File: config.mk
export PLATFORM = sky130hd
export DESIGN_NAME = shift_seq_ctrl
export DESIGN_NICKNAME = d
export VERILOG_FILES = /design/src/rtl/shift_seq_pkg.sv /design/src/rtl/shift_bit_timer.sv /design/src/rtl/shift_seq_ctrl.sv
export SDC_FILE = /design/constraint.sdc
export NUM_CORES = 1
export LEC_CHECK = 0
export ABC_AREA = 1
export CAP_MARGIN = 15
export CORE_MARGIN = 2
export CORE_UTILIZATION = 50
export CTS_BUF_LIST = sky130_fd_sc_hd__clkbuf_8 sky130_fd_sc_hd__clkbuf_16
export DETAILED_ROUTE_END_ITERATION = 8
export GPL_TIMING_DRIVEN = 0
export PLACE_DENSITY = 0.84
export SYNTH_ARGS = -nofsm -noshare
export SYNTH_HDL_FRONTEND = slang
export SYNTH_SLANG_ARGS = --single-unit
File: constraint.sdc
create_clock -name clk -period 7.1 [get_ports clk]
set_input_delay 2.13 -clock clk [delete_from_list [all_inputs] [get_ports clk]]
set_output_delay 2.13 -clock clk [all_outputs]
set_load 0.03 [all_outputs]
File: src/rtl/shift_seq_pkg.sv
// Shared definitions for the shift-register sequencer.
//   op_e     : command opcodes. Bit 1 selects RX, bit 0 selects MSB-first.
//   state_e  : sequencer FSM states.
//   MODE_*   : universal shift register mode encodings (hold / shift R / shift L / load).
//   op_is_rx / op_is_msb : opcode field decoders.
package shift_seq_pkg;

  typedef enum logic [1:0] {
    OP_TX_LSB = 2'b00,
    OP_TX_MSB = 2'b01,
    OP_RX_LSB = 2'b10,
    OP_RX_MSB = 2'b11
  } op_e;

  typedef enum logic [1:0] {
    ST_IDLE  = 2'd0,
    ST_LOAD  = 2'd1,
    ST_SHIFT = 2'd2,
    ST_DONE  = 2'd3
  } state_e;

  localparam logic [1:0] MODE_HOLD = 2'b00;
  localparam logic [1:0] MODE_R    = 2'b01;
  localparam logic [1:0] MODE_L    = 2'b10;
  localparam logic [1:0] MODE_LOAD = 2'b11;

  function automatic logic op_is_rx(input logic [1:0] op);
    return op[1];
  endfunction

  function automatic logic op_is_msb(input logic [1:0] op);
    return op[0];
  endfunction

endpackage

File: src/rtl/shift_bit_timer.sv
// Bit-period divider plus bit counter for the shift sequencer.
//   clk, rst    : clock, synchronous active-high reset
//   i_en        : high while the sequencer is shifting; low clears both counters
//   i_div       : period length minus one (divider counts 0..i_div)
//   i_len       : number of bit periods in the transfer (1..WIDTH)
//   o_bit_tick  : last cycle of the current bit period
//   o_last_bit  : last cycle of the final bit period
module shift_bit_timer #(
  parameter int DIV_W = 8,
  parameter int LEN_W = 4
) (
  input  logic             clk,
  input  logic             rst,
  input  logic             i_en,
  input  logic [DIV_W-1:0] i_div,
  input  logic [LEN_W-1:0] i_len,
  output logic             o_bit_tick,
  output logic             o_last_bit
);

  logic [DIV_W-1:0] r_div_cnt;
  logic [LEN_W-1:0] r_bit_cnt;
  logic             w_tick;

  assign w_tick     = i_en && (r_div_cnt == i_div);
  assign o_bit_tick = w_tick;
  assign o_last_bit = w_tick && (r_bit_cnt == (i_len - LEN_W'(1)));

  always_ff @(posedge clk) begin
    if (rst || !i_en) begin
      r_div_cnt <= '0;
      r_bit_cnt <= '0;
    end else begin
      if (w_tick) begin
        r_div_cnt <= '0;
        r_bit_cnt <= r_bit_cnt + LEN_W'(1);
      end else begin
        r_div_cnt <= r_div_cnt + DIV_W'(1);
      end
    end
  end

endmodule

File: src/rtl/shift_seq_ctrl.sv
// Sequencer driving an external universal shift register for one serial transfer per
// command (TX parallel-to-serial or RX serial-to-parallel, LSB- or MSB-first).
//   clk, rst              : clock, synchronous active-high reset
//   cmd_valid/ready       : command handshake; cmd_op/len/div/data are the command fields
//   rsp_valid/ready       : response handshake; rsp_data is the transfer result
//   sr_mode, sr_par_in,
//   sr_sin_L, sr_sin_R    : controls to the shift register
//   sr_q                  : shift register contents
//   ser_out, ser_in       : serial line
//   busy                  : high from command accept until the response handshake
module shift_seq_ctrl
  import shift_seq_pkg::*;
#(
  parameter  int WIDTH = 8,
  parameter  int DIV_W = 8,
  localparam int LEN_W = $clog2(WIDTH + 1)
) (
  input  logic             clk,
  input  logic             rst,
  input  logic             cmd_valid,
  output logic             cmd_ready,
  input  logic [1:0]       cmd_op,
  input  logic [LEN_W-1:0] cmd_len,
  input  logic [DIV_W-1:0] cmd_div,
  input  logic [WIDTH-1:0] cmd_data,
  output logic             rsp_valid,
  input  logic             rsp_ready,
  output logic [WIDTH-1:0] rsp_data,
  output logic [1:0]       sr_mode,
  output logic [WIDTH-1:0] sr_par_in,
  output logic             sr_sin_L,
  output logic             sr_sin_R,
  input  logic [WIDTH-1:0] sr_q,
  output logic             ser_out,
  input  logic             ser_in,
  output logic             busy
);

  localparam logic [1:0] S_IDLE  = ST_IDLE;
  localparam logic [1:0] S_LOAD  = ST_LOAD;
  localparam logic [1:0] S_SHIFT = ST_SHIFT;
  localparam logic [1:0] S_DONE  = ST_DONE;

  logic [1:0]       r_state;
  op_e              r_op;
  logic [LEN_W-1:0] r_len;
  logic [DIV_W-1:0] r_div;
  logic [WIDTH-1:0] r_data;

  logic [LEN_W-1:0] w_len_eff;
  logic             w_shift_en;
  logic             w_bit_tick;
  logic             w_last_bit;
  logic             w_rx;
  logic             w_msb;

  // A zero or oversized length means a full-width transfer.
  assign w_len_eff  = ((cmd_len == '0) || (cmd_len > LEN_W'(WIDTH))) ? LEN_W'(WIDTH) : cmd_len;
  assign w_shift_en = (r_state == S_SHIFT);
  assign w_rx       = op_is_rx(r_op);
  assign w_msb      = op_is_msb(r_op);

  assign cmd_ready  = (r_state == S_IDLE);
  assign busy       = (r_state != S_IDLE);
  assign rsp_valid  = (r_state == S_DONE);

  shift_bit_timer #(
    .DIV_W (DIV_W),
    .LEN_W (LEN_W)
  ) u_timer (
    .clk        (clk),
    .rst        (rst),
    .i_en       (w_shift_en),
    .i_div      (r_div),
    .i_len      (r_len),
    .o_bit_tick (w_bit_tick),
    .o_last_bit (w_last_bit)
  );

  always_ff @(posedge clk) begin
    if (rst) begin
      r_state <= S_IDLE;
      r_op    <= OP_TX_LSB;
      r_len   <= '0;
      r_div   <= '0;
      r_data  <= '0;
    end else begin
      case (r_state)
        S_IDLE: begin
          if (cmd_valid) begin
            r_op    <= op_e'(cmd_op);
            r_len   <= w_len_eff;
            r_div   <= cmd_div;
            r_data  <= cmd_data;
            r_state <= S_LOAD;
          end
        end
        S_LOAD:  r_state <= S_SHIFT;
        S_SHIFT: if (w_last_bit) r_state <= S_DONE;
        S_DONE:  if (rsp_ready) r_state <= S_IDLE;
        default: r_state <= S_IDLE;
      endcase
    end
  end

  // Register controls are decoded from state so a reset returns them to idle values
  // on the very next cycle. The register only moves on the last cycle of a period,
  // so ser_out taken straight from sr_q stays constant for the whole period.
  always_comb begin
    sr_mode   = MODE_HOLD;
    sr_par_in = '0;
    sr_sin_L  = 1'b0;
    sr_sin_R  = 1'b0;
    ser_out   = 1'b0;
    rsp_data  = '0;
    case (r_state)
      S_LOAD: begin
        sr_mode = MODE_LOAD;
        if (!w_rx) sr_par_in = r_data;
      end
      S_SHIFT: begin
        if (!w_rx) ser_out = w_msb ? sr_q[WIDTH-1] : sr_q[0];
        if (w_bit_tick) begin
          sr_mode = w_msb ? MODE_L : MODE_R;
          if (w_rx) begin
            if (w_msb) sr_sin_L = ser_in;
            else       sr_sin_R = ser_in;
          end
        end
      end
      S_DONE: begin
        // LSB-first RX fills from the top, so right-justify the received bits.
        if (r_op == OP_RX_LSB) rsp_data = sr_q >> (LEN_W'(WIDTH) - r_len);
        else                   rsp_data = sr_q;
      end
      default: ;
    endcase
  end

endmodule
==> summary.txt, run 1 <==
status: finished, final reports clean
CTS tree: yes
Mapped Area: 2136 sq um
initial drt markers: 139
sequential cell area: 720.7 sq um
critical hold path startpoint: r_div[1]
die area: 4810 sq um
port bufs: 58
Max FO, Critical Path: 4
first-pass GRT wire length: 8956 um
Area Overhead vs Synth: 34.51%
Fillers: 357
H-tree levels: 2
Reg clk slew, reported paths: 0.07 ns
crit-path cells: clkdlybuf4s50_1 > nand2_1 > nand2_1 > o21ai_0 > o21ai_0 > nand2_1 > a21oi_1 > clkdlybuf4s50_1
CP Data Required Time: 4.97 ns
crit path max-delay cell type: clkdlybuf4s50_1
pwr/cell area: 316.3 nW/um^2
Syn Area/Cell: 6.395 sq um
Setup Buffers After CTS: 0
Worst-Margin Slew: 0.4361 ns
flops & latches, synth: 36
remaining antenna violation count after routing: 0
CTS max path bufs: 2
VDD IR max: 0.0001471 V
Yosys cell types: 31
hold_ws: 0.4737 ns
post-synthesis cell count: 334
std cell rows: 23
post-DP HPWL: 3934 um
first drt pass iteration count: 5
area of the multi-input gates: 1202 sq um
Final Hold Fails: 0
fmax: 163.4 MHz
die width: 69.36 um
most frequent cell after synthesis: nand2_1
GPL Wtd Cong: 0.8746
Max-cap violations: 0
Num CTS Buffers: 5
RSZ-0062 raised after global routing: no
Crit Reg-Reg Startpoint: r_len[0]
Area contributors post-synth: dfxtp_1 (34%), nand2_1 (15%), nor2_1 (9.8%), o21ai_0 (7.3%), inv_1 (6.5%)
CP bufs+invs: 2
startpoint types: input pin
top cell type's share of synthesized area: 0.3374
Hold WC Path Type: flip-flop to flip-flop
YS warnings: 0
vias in the first global route: 2,111
crit path DAT: 3.99 ns
Overall Global Routing Usage: 0.2250
Top Ports: 59
Setup Skew: 0.01055 ns
Leakage: 1.216 nW
# hold bufs at CTS: 0
top_reg_cell synth: dfxtp_1
Worst path top cell family by delay: buffers and inverters
routed vias/inst: 4.993
Worst path max stage delay: 0.69 ns
most frequent CP cell: nand2_1
nets: 441
fin. max-slew vios: 0
CP Capture Type: output pin
fraction of registers with async set/reset: 0
Die Y: 69.36 um
cts repair resizes: 0
final wirelength: 5151 um
critical path class: input pin to output pin
DRC viols: 0
clk sinks: 36
area leader, netlist: dfxtp_1
Seq/Total Area, Yosys: 0.3374
proportion of layout cells with a drive suffix above 1: 0.05250
Via Count: 2,247
initial antenna violation count: 0
Starting Density: 0.5264
period utilization: 0.8619
Core Area: 4058 sq um
Final min period: 6.120 ns
max_slew headroom: 0.7093
per-cell routed wire length: 11.45 um
final setup vio count: 0
Post-synth EDFFs: 0
Post-Syn Nets: 376
clk_lat worst skew: 0.30 ns
largest net degree at the start of global routing: 12
GRT Residual Overflow: 0
ANT cells: 0
Critical Path Source: sr_q[7]
top cells by count, synth: nand2_1 (83), nor2_1 (56), inv_1 (37), dfxtp_1 (36), o21ai_0 (31)
Setup TNS: 0 ns
clock root buffer: clkbuf_8
cell type report:
cell class | instances | area share
Clock buffer | 6 | 0.02875
Tap cell | 50 | 0.02178
Clock inverter | 2 | 0.003920
Multi-Input combinational cell | 246 | 0.4186
Buffer | 11 | 0.02047
Sequential cell | 36 | 0.2509
Timing Repair Buffer | 58 | 0.2021
Inverter | 41 | 0.05357
path summary, 6_finish.rpt:
path / depth (start not counted) / to / slack, ns
setup / recovery: 8 / rsp_data[0] / 0.98
setup reg to reg: 13 / r_state[1] / 5.16
hold reg to reg: 2 / r_div[1] / 0.47
hold / removal: 2 / r_div[1] / 0.47
through the flow:
step           std cells  setup WS, ns  total power (W)    util  area (sq um)
2_1_floorplan        334         1.859        0.0006170       -          2136
4_1_cts              450        0.9711        0.0009107  0.7080          2873
5_1_grt              450        0.7828        0.0009890  0.7080          2873
3_3_place_gp         442        0.9849        0.0007473  0.6849          2779
6_report             450        0.9803        0.0009086  0.7080          2873
3_5_place_dp         442        0.9675        0.0007593  0.6849          2779
sequential cells by signal, indices dropped and copies added (netlist names):
signal             flops
u_timer.r_bit_cnt      4
r_state                2
r_data                 8
u_timer.r_div_cnt      8
r_len                  4
r_div                  8
r_op                   2
worst register-to-register path: stages (launching register included):
cell and delay, ns:
dfxtp_1 0.32, buf_6 0.14, inv_2 0.05, buf_6 0.14
ha_1 0.27, buf_2 0.18, xor2_1 0.17, o21ai_1 0.08
nor2_1 0.13, nand3_2 0.10, nand2_2 0.09, nand3_1 0.07
nand2_1 0.06, nor2_1 0.04
kinds of logic (layout without fill, tap and decap cells):
logic type | Yosys count | after routing | share of synthesized area
muxes | 2 | 2 | 0.009374
buffers and inverters | 52 | 118 | 0.09959
and+or+nand+nor | 168 | 168 | 0.3304
xor gates and xnor gates | 7 | 7 | 0.03222
adders and majority gates | 7 | 7 | 0.04101
AOI/OAI and AO/OA | 62 | 62 | 0.1500
DFF | 36 | 36 | 0.3374
placed cells by master (no fill, tap or decap), types with 5 or more instances in the layout:
cell | synthesis | layout
o21ai_0 | 31 | 31
nor2_1 | 56 | 56
nand3_1 | 13 | 13
a21oi_1 | 26 | 26
dfxtp_1 | 36 | 36
clkdlybuf4s50_1 | 0 | 58
clkbuf_1 | 5 | 5
nand2_1 | 83 | 83
clkbuf_8 | 0 | 6
inv_1 | 37 | 38
ha_1 | 7 | 7
per-layer routing:
layer,global-route usage,share of wire,vias up
met4,0.05882,0.013,0
met1,0.2761,0.46,982
met2,0.3889,0.46,72
li1,-,-,1184
met3,0.05959,0.069,9
met5,0,0,-
power breakdown:
group | internal, W | leakage, nW | switching, W
logic | 0.000182 | 0.872 | 0.000305
clock network | 0.0000774 | 0.0486 | 0.0000745
registers | 0.000244 | 0.295 | 0.0000256
(Power assumes the default switching activity.)
==> run 2: changes to the inputs <==
- REMOVE_ABC_BUFFERS: unset -> 1
==> run 2 against run 1 <==
  * Largest power group unchanged
  * Critical path depth stayed put
  * Critical endpoint unchanged
  * Utilization is 1.0 points lower
  * Worst hold slack about the same
==> summary.txt, run 2 (synthesis results as in run 1) <==
status: finished, final reports clean
Reg clk slew, reported paths: 0.08 ns (about the same)
Power Total: 0.0009180 W (+1.0%)
most frequent cells in the layout: nand2_1 (83), clkdlybuf4s50_1 (58), nor2_1 (56)
Hold Path Depth: 2 (unchanged)
Starting Density: 0.5264 (unchanged)
DRC viols: 0 (unchanged)
Fillers: 358 (+0.28%)
pwr/cell area: 324.2 nW/um^2 (+2.5%)
die area: 4810 sq um (unchanged)
CTS tree: yes
proportion of layout cells with a drive suffix above 1: 0.04627 (-0.006228)
placed inst area: 2720 sq um (-2.1%)
Via Count: 2,210 (-1.6%)
Setup Buffers After CTS: 0 (unchanged)
initial antenna violation count: 0 (unchanged)
CTS max path bufs: 2 (unchanged)
Die Y: 69.36 um (unchanged)
Area Overhead vs Synth: 32.57%
startpoint types: input pin
Hold EP: r_div[1]
critical hold path startpoint: r_div[1]
final setup vio count: 0 (unchanged)
ANT cells: 0 (unchanged)
Critical Path Source: sr_q[7]
clock root buffer: clkbuf_8
clk sinks: 36 (unchanged)
port bufs: 58 (unchanged)
fmax: 161.1 MHz (-1.4%)
CP Data Required Time: 4.97 ns (about the same)
flop-to-flop setup slack: 4.99 ns (-0.17 ns)
per-cell routed wire length: 11.29 um (-1.4%)
crit-path cells: clkdlybuf4s50_1 > nand2_1 > nand2_1 > o21ai_0 > o21ai_0 > nand2_1 > a21oi_1 > clkdlybuf4s50_1
Core Area: 4058 sq um (unchanged)
Final min period: 6.206 ns (+0.08651 ns)
RSZ-0062 raised after global routing: no
cts repair resizes: 0 (unchanged)
most frequent CP cell: nand2_1
routed vias/inst: 5.034 (+0.82%)
initial drt markers: 87 (-37%)
Crit Reg-Reg Startpoint: r_state[0]
CP Capture Type: output pin
Hold WC Path Type: flip-flop to flip-flop
post-DP HPWL: 3702 um (-5.9%)
nets: 430 (-2.5%)
Worst-Margin Slew: 0.9160 ns (+0.4799 ns)
crit path max-delay cell type: clkdlybuf4s50_1
period utilization: 0.8741 (+0.01219)
reg2reg end: r_data[1]
GRT Residual Overflow: 0 (unchanged)
first drt pass iteration count: 4 (-1)
vias in the first global route: 1,980 (-6.2%)
hold_ws: 0.4741 ns (+0.0003850 ns)
std cell rows: 23 (unchanged)
most common cell after layout, fill and taps aside: nand2_1
final core occ: 0.6978 (-0.01018)
Num CTS Buffers: 5 (unchanged)
GPL Wtd Cong: 0.8640 (-1.2%)
final wirelength: 4957 um (-3.8%)
remaining antenna violation count after routing: 0 (unchanged)
Max-cap violations: 0 (unchanged)
max_slew headroom: 0.3879 (-0.3214)
Setup Skew: 0.005481 ns (-0.005067 ns)
largest net degree at the start of global routing: 34 (+22)
fin. max-slew vios: 0 (unchanged)
VDD IR max: 0.0001839 V (+25%)
die width: 69.36 um (unchanged)
fin area: 2831 sq um (-1.4%)
Overall Global Routing Usage: 0.2118 (-0.01318)
first-pass GRT wire length: 8431 um (-5.9%)
Top Registers: r_data: 8 flops, r_div: 8 flops, u_timer.r_div_cnt: 8 flops
Final Hold Fails: 0 (unchanged)
sequential cell area: 720.7 sq um (unchanged)
# hold bufs at CTS: 0 (unchanged)
area of the multi-input gates: 1202 sq um (unchanged)
clk_lat worst skew: 0.29 ns (about the same)
Setup TNS: 0 ns (unchanged)
worst reg2reg path depth: 6 (-7)
Max FO, Critical Path: 4 (unchanged)
H-tree levels: 2 (unchanged)
critical path class: input pin to output pin
Worst path max stage delay: 0.70 ns (about the same)
crit path DAT: 4.08 ns (+0.09 ns)
Leakage: 1.192 nW (-2.0%)
Top Ports: 59 (unchanged)
## run 2: worst max-delay path by stage
stage               cells after the start  slack [ns]     endpoint
floorplan                               2        1.86      ser_out
global placement                        8        0.92  rsp_data[0]
detailed placement                      8        0.91  rsp_data[0]
CTS                                     8        0.91  rsp_data[0]
global route                            8        0.71  rsp_data[1]
finish                                  8        0.89  rsp_data[0]
## run 2: per-stage QoR
step | setup WS, ns | instances
after floorplan | 1.859 | 323
after global placement | 0.9212 | 431
after detailed placement | 0.9120 | 431
after CTS | 0.9072 | 439
after global routing | 0.7130 | 439
final | 0.8938 | 439
## run 2: where the power goes
part | switching (W) | leakage [nW] | internal, W | total, W
clock network | 0.0000751 | 0.0541 | 0.000104 | 0.000179
logic | 0.000290 | 0.842 | 0.000172 | 0.000461
registers | 0.0000338 | 0.295 | 0.000244 | 0.000278
total | 0.000399 | 1.19 | 0.000519 | 0.000918
## run 2: layer usage
metal | vias up | wire length, um | track usage
met5 | - | 0 | 0
met4 | 0 | 55 | 0.05882
met3 | 7 | 348 | 0.06105
met2 | 73 | 2362 | 0.3654
met1 | 967 | 2191 | 0.2563
li1 | 1163 | - | -
## run 2: layout make-up
cell class,count,share of cell area
Tap cell,50,0.02209
Clock buffer,5,0.02430
Sequential cell,36,0.2545
Timing Repair Buffer,58,0.2050
Multi-Input combinational cell,246,0.4247
Clock inverter,3,0.01502
Inverter,41,0.05435
## run 2: critical path: cells and delay by family
kind                   cells  cell delay, ns
AO/OA/AOI/OAI              3            0.42
buffers and inverters      2            1.26
AND/OR/NAND/NOR            3            0.26
